## config.mk

```make
export PLATFORM = sky130hd
export DESIGN_NAME = sm_addsub_pipe
export DESIGN_NICKNAME = d
export VERILOG_FILES = /design/src/rtl/sm_addsub_pipe_pkg.sv /design/src/rtl/sm_addsub_pipe_core.sv /design/src/rtl/sm_addsub_pipe.sv
export SDC_FILE = /design/constraint.sdc
export NUM_CORES = 1
export LEC_CHECK = 0
export CORE_MARGIN = 4
export CORE_UTILIZATION = 35
export CTS_CLUSTER_DIAMETER = 120
export DETAILED_ROUTE_END_ITERATION = 12
export PLACE_DENSITY_LB_ADDON = 0.08
export SLEW_MARGIN = 0
export SYNTH_ARGS = -nofsm -noshare
export SYNTH_HDL_FRONTEND = slang
export SYNTH_SLANG_ARGS = --single-unit
```

## constraint.sdc

```tcl
create_clock -name clk -period 6.5 [get_ports clk]
set_input_delay 1.3 -clock clk [delete_from_list [all_inputs] [get_ports clk]]
set_output_delay 1.3 -clock clk [all_outputs]
set_load 0.01 [all_outputs]
```

## src/rtl/sm_addsub_pipe_pkg.sv

```systemverilog
// Shared types for the sign-magnitude add/sub pipeline.
package sm_pkg;

  typedef enum logic [1:0] {
    OP_ADD = 2'd0,
    OP_SUB = 2'd1,
    OP_ACC = 2'd2,
    OP_CLR = 2'd3
  } op_e;

  // ACC and CLR both touch the accumulator and must not overlap in flight
  function automatic logic is_acc_op(input op_e op);
    return (op == OP_ACC) || (op == OP_CLR);
  endfunction

endpackage

// Width-parametrised sign-magnitude value; a package cannot carry W itself
`ifndef SM_T
`define SM_T(WIDTH) struct packed { logic s; logic [WIDTH-1:0] m; }
`endif

```

## src/rtl/sm_addsub_pipe_core.sv

```systemverilog
// Combinational sign-magnitude math: S1 classification and S2 result.
module sm_core
  import sm_pkg::*;
#(
  parameter int          W        = 4,
  parameter logic [W-1:0] ACC_INIT = '0
) (
  // S1 side: operands as accepted (A already replaced by acc for OP_ACC)
  input  op_e          i_op,
  input  logic         i_as,
  input  logic [W-1:0] i_am,
  input  logic         i_bs,
  input  logic [W-1:0] i_bm,
  output logic         o_eff_sub,
  output logic         o_a_ge_b,
  output logic         o_eq,
  output logic         o_lt,
  // S2 side: registered S1 state
  input  op_e          i_s2_op,
  input  logic         i_s2_as,
  input  logic [W-1:0] i_s2_am,
  input  logic [W-1:0] i_s2_bm,
  input  logic         i_s2_eff_sub,
  input  logic         i_s2_a_ge_b,
  input  logic         i_s2_eq,
  input  logic         i_s2_lt,
  output logic         o_ys,
  output logic [W-1:0] o_ym,
  output logic         o_of,
  output logic         o_eq_q,
  output logic         o_lt_q
);

  logic         w_bs_eff;
  logic         w_neg_a;
  logic         w_neg_b;
  logic [W:0]   w_sum;
  logic [W-1:0] w_diff;

  // Subtract flips B's sign; compare always uses the original B
  assign w_bs_eff  = i_bs ^ (i_op == OP_SUB);
  assign o_eff_sub = i_as ^ w_bs_eff;
  assign o_a_ge_b  = (i_am >= i_bm);

  // -0 is treated as +0 for ordering
  assign w_neg_a = i_as & (|i_am);
  assign w_neg_b = i_bs & (|i_bm);
  assign o_eq    = (i_am == i_bm) && ((i_as == i_bs) || (i_am == '0));
  assign o_lt    = (w_neg_a != w_neg_b) ? w_neg_a :
                   (w_neg_a ? (i_am > i_bm) : (i_am < i_bm));

  assign w_sum  = {1'b0, i_s2_am} + {1'b0, i_s2_bm};
  assign w_diff = i_s2_a_ge_b ? (i_s2_am - i_s2_bm) : (i_s2_bm - i_s2_am);

  // Result select: CLR constant, same-sign add with carry-out, or magnitude difference
  always_comb begin
    o_ys   = 1'b0;
    o_ym   = '0;
    o_of   = 1'b0;
    o_eq_q = i_s2_eq;
    o_lt_q = i_s2_lt;
    if (i_s2_op == OP_CLR) begin
      o_ym   = ACC_INIT;
      o_eq_q = 1'b0;
      o_lt_q = 1'b0;
    end else if (!i_s2_eff_sub) begin
      o_ym = w_sum[W-1:0];
      o_of = w_sum[W];
      o_ys = i_s2_as;
    end else begin
      o_ym = w_diff;
      o_ys = i_s2_a_ge_b ? i_s2_as : ~i_s2_as;
    end
    if (o_ym == '0) o_ys = 1'b0;
  end

endmodule

```

## src/rtl/sm_addsub_pipe.sv

```systemverilog
// Two-stage sign-magnitude add/sub/compare unit with valid/ready and accumulator.
module sm_addsub_pipe
  import sm_pkg::*;
#(
  parameter int           W        = 4,
  parameter logic [W-1:0] ACC_INIT = '0
) (
  input  logic         clk,
  input  logic         rst_n,
  input  logic         in_valid,
  output logic         in_ready,
  input  op_e          in_op,
  input  logic         in_as,
  input  logic [W-1:0] in_am,
  input  logic         in_bs,
  input  logic [W-1:0] in_bm,
  output logic         out_valid,
  input  logic         out_ready,
  output logic         out_ys,
  output logic [W-1:0] out_ym,
  output logic         out_of,
  output logic         out_eq,
  output logic         out_lt
);

  typedef `SM_T(W) sm_t;

  sm_t          r_acc;

  logic         r_s1_vld;
  op_e          r_s1_op;
  logic         r_s1_as;
  logic [W-1:0] r_s1_am;
  logic [W-1:0] r_s1_bm;
  logic         r_s1_eff_sub;
  logic         r_s1_a_ge_b;
  logic         r_s1_eq;
  logic         r_s1_lt;

  logic         r_s2_vld;
  op_e          r_s2_op;
  sm_t          r_y;
  logic         r_of;
  logic         r_eq;
  logic         r_lt;

  sm_t          w_a;
  logic         w_s2_stall;
  logic         w_s1_hold;
  logic         w_hazard;
  logic         w_accept;
  logic         w_s2_load;
  logic         w_eff_sub;
  logic         w_a_ge_b;
  logic         w_eq;
  logic         w_lt;
  logic         w_ys;
  logic [W-1:0] w_ym;
  logic         w_of;
  logic         w_eq_q;
  logic         w_lt_q;

  // Accumulate reads acc at accept; the hazard guarantees acc is settled then
  assign w_a        = (in_op == OP_ACC) ? r_acc : sm_t'({in_as, in_am});
  assign w_s2_stall = r_s2_vld && !out_ready;
  assign w_s1_hold  = r_s1_vld && w_s2_stall;
  assign w_hazard   = is_acc_op(in_op) &&
                      ((r_s1_vld && is_acc_op(r_s1_op)) || (r_s2_vld && is_acc_op(r_s2_op)));
  assign in_ready   = rst_n && !w_s1_hold && !w_hazard;
  assign w_accept   = in_valid && in_ready;
  assign w_s2_load  = r_s1_vld && !w_s2_stall;

  sm_core #(.W(W), .ACC_INIT(ACC_INIT)) u_core (
    .i_op         (in_op),
    .i_as         (w_a.s),
    .i_am         (w_a.m),
    .i_bs         (in_bs),
    .i_bm         (in_bm),
    .o_eff_sub    (w_eff_sub),
    .o_a_ge_b     (w_a_ge_b),
    .o_eq         (w_eq),
    .o_lt         (w_lt),
    .i_s2_op      (r_s1_op),
    .i_s2_as      (r_s1_as),
    .i_s2_am      (r_s1_am),
    .i_s2_bm      (r_s1_bm),
    .i_s2_eff_sub (r_s1_eff_sub),
    .i_s2_a_ge_b  (r_s1_a_ge_b),
    .i_s2_eq      (r_s1_eq),
    .i_s2_lt      (r_s1_lt),
    .o_ys         (w_ys),
    .o_ym         (w_ym),
    .o_of         (w_of),
    .o_eq_q       (w_eq_q),
    .o_lt_q       (w_lt_q)
  );

  // S1 occupancy: fills on accept, holds while S2 is stalled
  always_ff @(posedge clk) begin
    if (!rst_n)          r_s1_vld <= 1'b0;
    else if (!w_s1_hold) r_s1_vld <= w_accept;
  end

  // S1 payload: operand classification captured on accept
  always_ff @(posedge clk) begin
    if (!rst_n) begin
      r_s1_op      <= OP_ADD;
      r_s1_as      <= 1'b0;
      r_s1_am      <= '0;
      r_s1_bm      <= '0;
      r_s1_eff_sub <= 1'b0;
      r_s1_a_ge_b  <= 1'b0;
      r_s1_eq      <= 1'b0;
      r_s1_lt      <= 1'b0;
    end else if (w_accept) begin
      r_s1_op      <= in_op;
      r_s1_as      <= w_a.s;
      r_s1_am      <= w_a.m;
      r_s1_bm      <= in_bm;
      r_s1_eff_sub <= w_eff_sub;
      r_s1_a_ge_b  <= w_a_ge_b;
      r_s1_eq      <= w_eq;
      r_s1_lt      <= w_lt;
    end
  end

  // S2 output register: frozen while the consumer stalls
  always_ff @(posedge clk) begin
    if (!rst_n) begin
      r_s2_vld <= 1'b0;
      r_s2_op  <= OP_ADD;
      r_y      <= '0;
      r_of     <= 1'b0;
      r_eq     <= 1'b0;
      r_lt     <= 1'b0;
    end else begin
      if (!w_s2_stall) r_s2_vld <= r_s1_vld;
      if (w_s2_load) begin
        r_s2_op <= r_s1_op;
        r_y     <= sm_t'({w_ys, w_ym});
        r_of    <= w_of;
        r_eq    <= w_eq_q;
        r_lt    <= w_lt_q;
      end
    end
  end

  // Accumulator: written as the beat enters S2; an overflowing ACC leaves it alone
  always_ff @(posedge clk) begin
    if (!rst_n) begin
      r_acc <= sm_t'({1'b0, ACC_INIT});
    end else if (w_s2_load) begin
      if (r_s1_op == OP_CLR)                r_acc <= sm_t'({1'b0, ACC_INIT});
      else if (r_s1_op == OP_ACC && !w_of) r_acc <= sm_t'({w_ys, w_ym});
    end
  end

  assign out_valid = r_s2_vld;
  assign out_ys    = r_y.s;
  assign out_ym    = r_y.m;
  assign out_of    = r_of;
  assign out_eq    = r_eq;
  assign out_lt    = r_lt;

endmodule

```

**After elaboration in Yosys (flattened, before gate mapping)**

Index checks and enable logic that the tools add are counted.

- Register bits after elaboration: 32
- Word-level logic and storage cells: 82

- Add/subtract/negate cells: 3
- Magnitude comparators: 3
- Eq/ne operators: 10
- Muxes and demuxes: 16
- Bitwise logic cells: 5
- Reductions and logical operators: 27

Operator list:

| cell | count |
|---|---|
| two-way mux 5 bit | 3 |
| == test 2 bit, second input constant | 6 |
| two-way mux 4 bit | 3 |
| logical AND 1 bit | 11 |
| two-way mux 1 bit | 10 |
| logical NOT 4 bit | 2 |
| OR reduction 4 bit | 2 |
| subtractor 4 bit | 2 |
| adder 4 x 4 -> 5 bit | 1 |
| logical NOT 1 bit | 5 |
| logical OR 1 bit | 5 |
| == test 4 bit | 1 |
| greater-or-equal comparator 4 bit | 1 |
| > comparator 4 bit | 1 |
| < comparator 4 bit | 1 |
| bitwise AND 1 bit | 2 |
| == test 2 x 1 -> 1 bit, second input constant | 1 |
| AND reduction 2 bit | 1 |
| nonzero test 2 bit | 1 |
| XOR 1 bit | 2 |
| == test 1 bit | 1 |
| != test 1 bit | 1 |
| NOT 1 bit | 1 |

**Depth between registers and ports, before layout**

- Depth in word-level cells: 8
- Depth in mapped cells: 10
- Depth with buffers taken out: 9

**Modules after synthesis**

From an unflattened synthesis, not the netlist that was laid out.

- Cell total of the unflattened synthesis: 241
- Area total of the unflattened synthesis: 1965.6 um^2

Modules (own cells, without submodules):

| module | times used | cells an instance | area an instance (um^2) | sequential area each (um^2) |
|---|---|---|---|---|
| sm_addsub_pipe | 1 | 153 | 1306.3 | 620.6 |
| sm_core | 1 | 88 | 659.4 | 0.0 |

**Worst setup path after synthesis**

No wires, ideal clock.

- Path kind: input-to-output
- Start point: in out_ready
- End point: out in_ready
- Arrival: 1.826 ns
- Data required time: 5.200 ns
- Setup slack: 3.374 ns
- Cell stages on the path: 2
- Buffers on the path: 0
- Cell sequence: and2b_1 > a221oi_2

- Word-level cells in the longest chain between the ends: 6

RTL lines:

| what | RTL line | source |
|---|---|---|
| from (decl) | sm_addsub_pipe.sv:18 | `input logic out_ready,` |
| logical NOT 1 bit | sm_addsub_pipe.sv:65 | `assign w_s2_stall = r_s2_vld && !out_ready;` |
| logical AND 1 bit | sm_addsub_pipe.sv:65 |  |
| logical AND 1 bit | sm_addsub_pipe.sv:66 | `assign w_s1_hold = r_s1_vld && w_s2_stall;` |
| logical NOT 1 bit | - |  |
| logical AND 1 bit (2 in a row) | sm_addsub_pipe.sv:69 | `assign in_ready = rst_n && !w_s1_hold && !w_hazard;` |
| to (decl) | sm_addsub_pipe.sv:11 | `output logic in_ready,` |

Every way passes these cells.

**Worst setup path in the final report**

- Start point: in rst_n
- End point: out in_ready

- Word-level cells in the longest chain between the ends: 2

RTL lines:

| what | RTL line | source |
|---|---|---|
| from (decl) | sm_addsub_pipe.sv:9 | `input logic rst_n,` |
| logical AND 1 bit (2 in a row) | sm_addsub_pipe.sv:69 |  |

Every way passes these cells.

==> run metrics <==
Int Pwr=between 0.3 and 0.4 mW; synthesized area per cell=between 8 and 9 um2; endpoint class of the critical path=output pin; Setup WS post-layout=between 2 and 2.5 ns; P_leak=about 0.87 nW; layout cell share with drive strength beyond 1=slightly below 8%; Fin. Hold Viols=0; Sw Pwr=0.125 mW; DRC=0; Clk network pwr share=34.7%; Starting Density=approximately 37%; Period minus WS final=approximately 4.4 ns; TritonCTS clock tree=yes; syn_nets=about 260; CP Max Fanout=27; I/O Buffers=25; Critical Path AT=roughly 3.2 ns; Starting DRT DRC Count=68; IO Count=26; Final Power=~0.45 mW; fmax=between 0.2 and 0.25 GHz; Gate power share=18.8%; Core ar.=between 5000 and 6000 um2; Sw Ratio=~28%; vias per cell=between 5 and 6; Final setup viols=0; H-Tree Depth=2; ANT nets after route=0; status=complete, no violations; Worst-path clk slew=roughly 0.060 ns; CP required=between 5 and 6 ns; Post CTS Setup Buffer Count=0; sequential share of power=a little under half; Clock Latency Late Sink=a little under 0.3 ns; Syn-to-layout area delta=17.0%; RSZ-0062 raised after global routing=no; Setup TNS Final=0 ns; worst slack, placed=2.09 ns; Antenna diodes=0; post-detailed-placement half-perimeter wirelength=approximately 3.4 mm; Hold-fix buffers, CTS=0; Placed Cells=307; worst hold stages=2; Relative slew margins=between 50% and 60%; fraction of the yosys area taken by sequential cells=between 30 and 40%; first-pass GRT wire length=7.42 mm; # resized after CTS=0; slew of the pin with the lowest slew margin=roughly 0.68 ns; max incr delay on CP=0.66 ns; Yosys cell types=between 40 and 50; Post-Synthesis Cells=224; Hold Startpoint=out_lt$_SDFFE_PN0P_; pwr/cell area=~200 nW/um2; Tot GR Track Use=between 10% and 20%; critical path class=in2out; vias=roughly 1600; reg-to-reg critical path startpoint=r_s1_am[1]$_SDFFE_PN0P_; Startpoint Class=input port; Initial DRT Pass Iterations=4; worst hold endpoint=out_lt$_SDFFE_PN0P_; post-synthesis cell area=1910 um2; CP cell instances=clkdlybuf4s50_1 -> inv_2 -> a221oi_2 -> clkdlybuf4s50_1; ys flop type=dfxtp_1; maximum root-to-sink buffer count=2; clk_skew=around 0.0097 ns; Synth async-reset ratio=0%; max cap viols=0; Finished Layout Cells=314; wire length per cell=between 10 and 15 um; ratio of final minimum period to clock period=68.5%; total clock sinks=31; CP dominant cell by count=clkdlybuf4s50_1; Hold WC Path Type=reg2reg; largest net degree at the start of global routing=28; final slew viol count=0; Die Ht=a little over 80 um; initial antenna violation count=0; Final GP Congestion=~0.78; R2R Setup Slk=4.13 ns; yosys warns=0; CP max-delay cell=clkdlybuf4s50_1; vias in the first global route=1506; Critical R2R Capture=r_acc[4]$_SDFFE_PN0P_; Root Driver=clkbuf_8; Detailed Route WL=approximately 4.5 mm; Post-synth EDFFs=0; Worst Reg-to-Reg Cells=7; Die X-Extent=just over 80 um; fill cell count=~560; post-synthesis register bit count=31; Max VDD drop=0.108 mV; Site Rows=26; Post-layout nets=about 280; total CTS buffers=5; DIE AREA=about 6700 um2; GRT overflow=0
## cells by family after synthesis
family	after synthesis	synth area share, %
xor+xnor	4	1.84
compound gates	54	20.2
fa+ha+maj	17	12.3
simple gates	81	19.9
mux	9	4.91
buf+inv	28	8.39
flops	31	32.5
## area by class of cell
class	instances	area [um2]	area share, %
Timing Repair Buffer	25	250	11.2
Inverter	16	60.1	2.69
Sequential cell	31	621	27.8
Multi-Input combinational cell	165	1130	50.5
Clock inverter	1	5.00	0.224
Clock buffer	6	82.6	3.70
Tap cell	70	87.6	3.92
## metrics by stage
stage	cell area [um2]	hold slack (ns)	util, %
2_1_floorplan	1910	0.433	-
3_3_place_gp	2150	0.446	41.3
3_5_place_dp	2150	0.443	41.3
4_1_cts	2230	0.453	42.9
5_1_grt	2230	0.483	42.9
6_report	2230	0.448	42.9
## flip-flops by register name, indices dropped and copies added (netlist names)
signal,count
out_eq,1
out_lt,1
out_of,1
out_valid,1
out_ym,4
out_ys,1
r_acc,5
r_s1_a_ge_b,1
r_s1_am,4
r_s1_as,1
r_s1_bm,4
r_s1_eff_sub,1
r_s1_eq,1
r_s1_lt,1
r_s1_op,2
r_s1_vld,1
r_s2_op,1
## synthesized netlist by cell type, types with 4 or more instances
library cell / number / area [um2]
ha_1: 14 / 175
nor2b_1: 4 / 25.0
nor2_1: 20 / 75.1
inv_1: 15 / 56.3
dfxtp_1: 31 / 621
a211oi_1: 7 / 52.6
a21oi_1: 22 / 110
and2_1: 4 / 25.0
nand3_1: 7 / 35.0
nand2_1: 30 / 113
mux2i_1: 6 / 60.1
## layout by cell type (no fill, tap or decap), drive strengths merged, types with 2 or more instances in the layout
cell,count
nor2,20
o21ai,3
a211oi,7
nand2b,2
nor3,2
nand3,7
a31o,3
dfxtp,31
inv,16
and2,5
xnor2,3
o21bai,2
a21oi,22
o311ai,3
nor2b,4
and3,2
fa,3
nand2,30
a31oi,3
a211o,2
mux2i,6
clkdlybuf4s50,25
ha,14
nand4,3
mux2,3
clkbuf,6
## worst max path at each step
stage	start	to	slack [ns]	cells past startpoint
2_1_floorplan	out_ready	in_ready	3.37	2
3_3_place_gp	rst_n	in_ready	2.08	4
3_5_place_dp	rst_n	in_ready	2.09	4
4_1_cts	rst_n	in_ready	2.07	4
5_1_grt	rst_n	in_ready	1.92	4
6_report	rst_n	in_ready	2.05	4
## per-layer routing
metal	part of all wire (%)	wire [um]	vias up	GRT usage, %
li1	-	-	826	-
met1	53	2350	723	21.2
met2	42	1870	26	21.7
met3	4.4	197	7	2.96
met4	1.1	47	0	3.99
met5	0	0	-	0
## worst max-delay path: cells and delay by family
family          cells  cell delay, ns
buf+inv             3            1.55
compound gates      1            0.30
## power groups by stage
stage | Clock (mW) | Combinational, mW | Sequential (mW)
after floorplan | 0 | 0.0608 | 0.209
after global placement | 0 | 0.0841 | 0.211
after detailed placement | 0 | 0.0841 | 0.211
after CTS | 0.158 | 0.0848 | 0.207
after global routing | 0.164 | 0.0957 | 0.208
final | 0.155 | 0.0838 | 0.207
No activity file was read; power rests on OpenSTA's default activity.
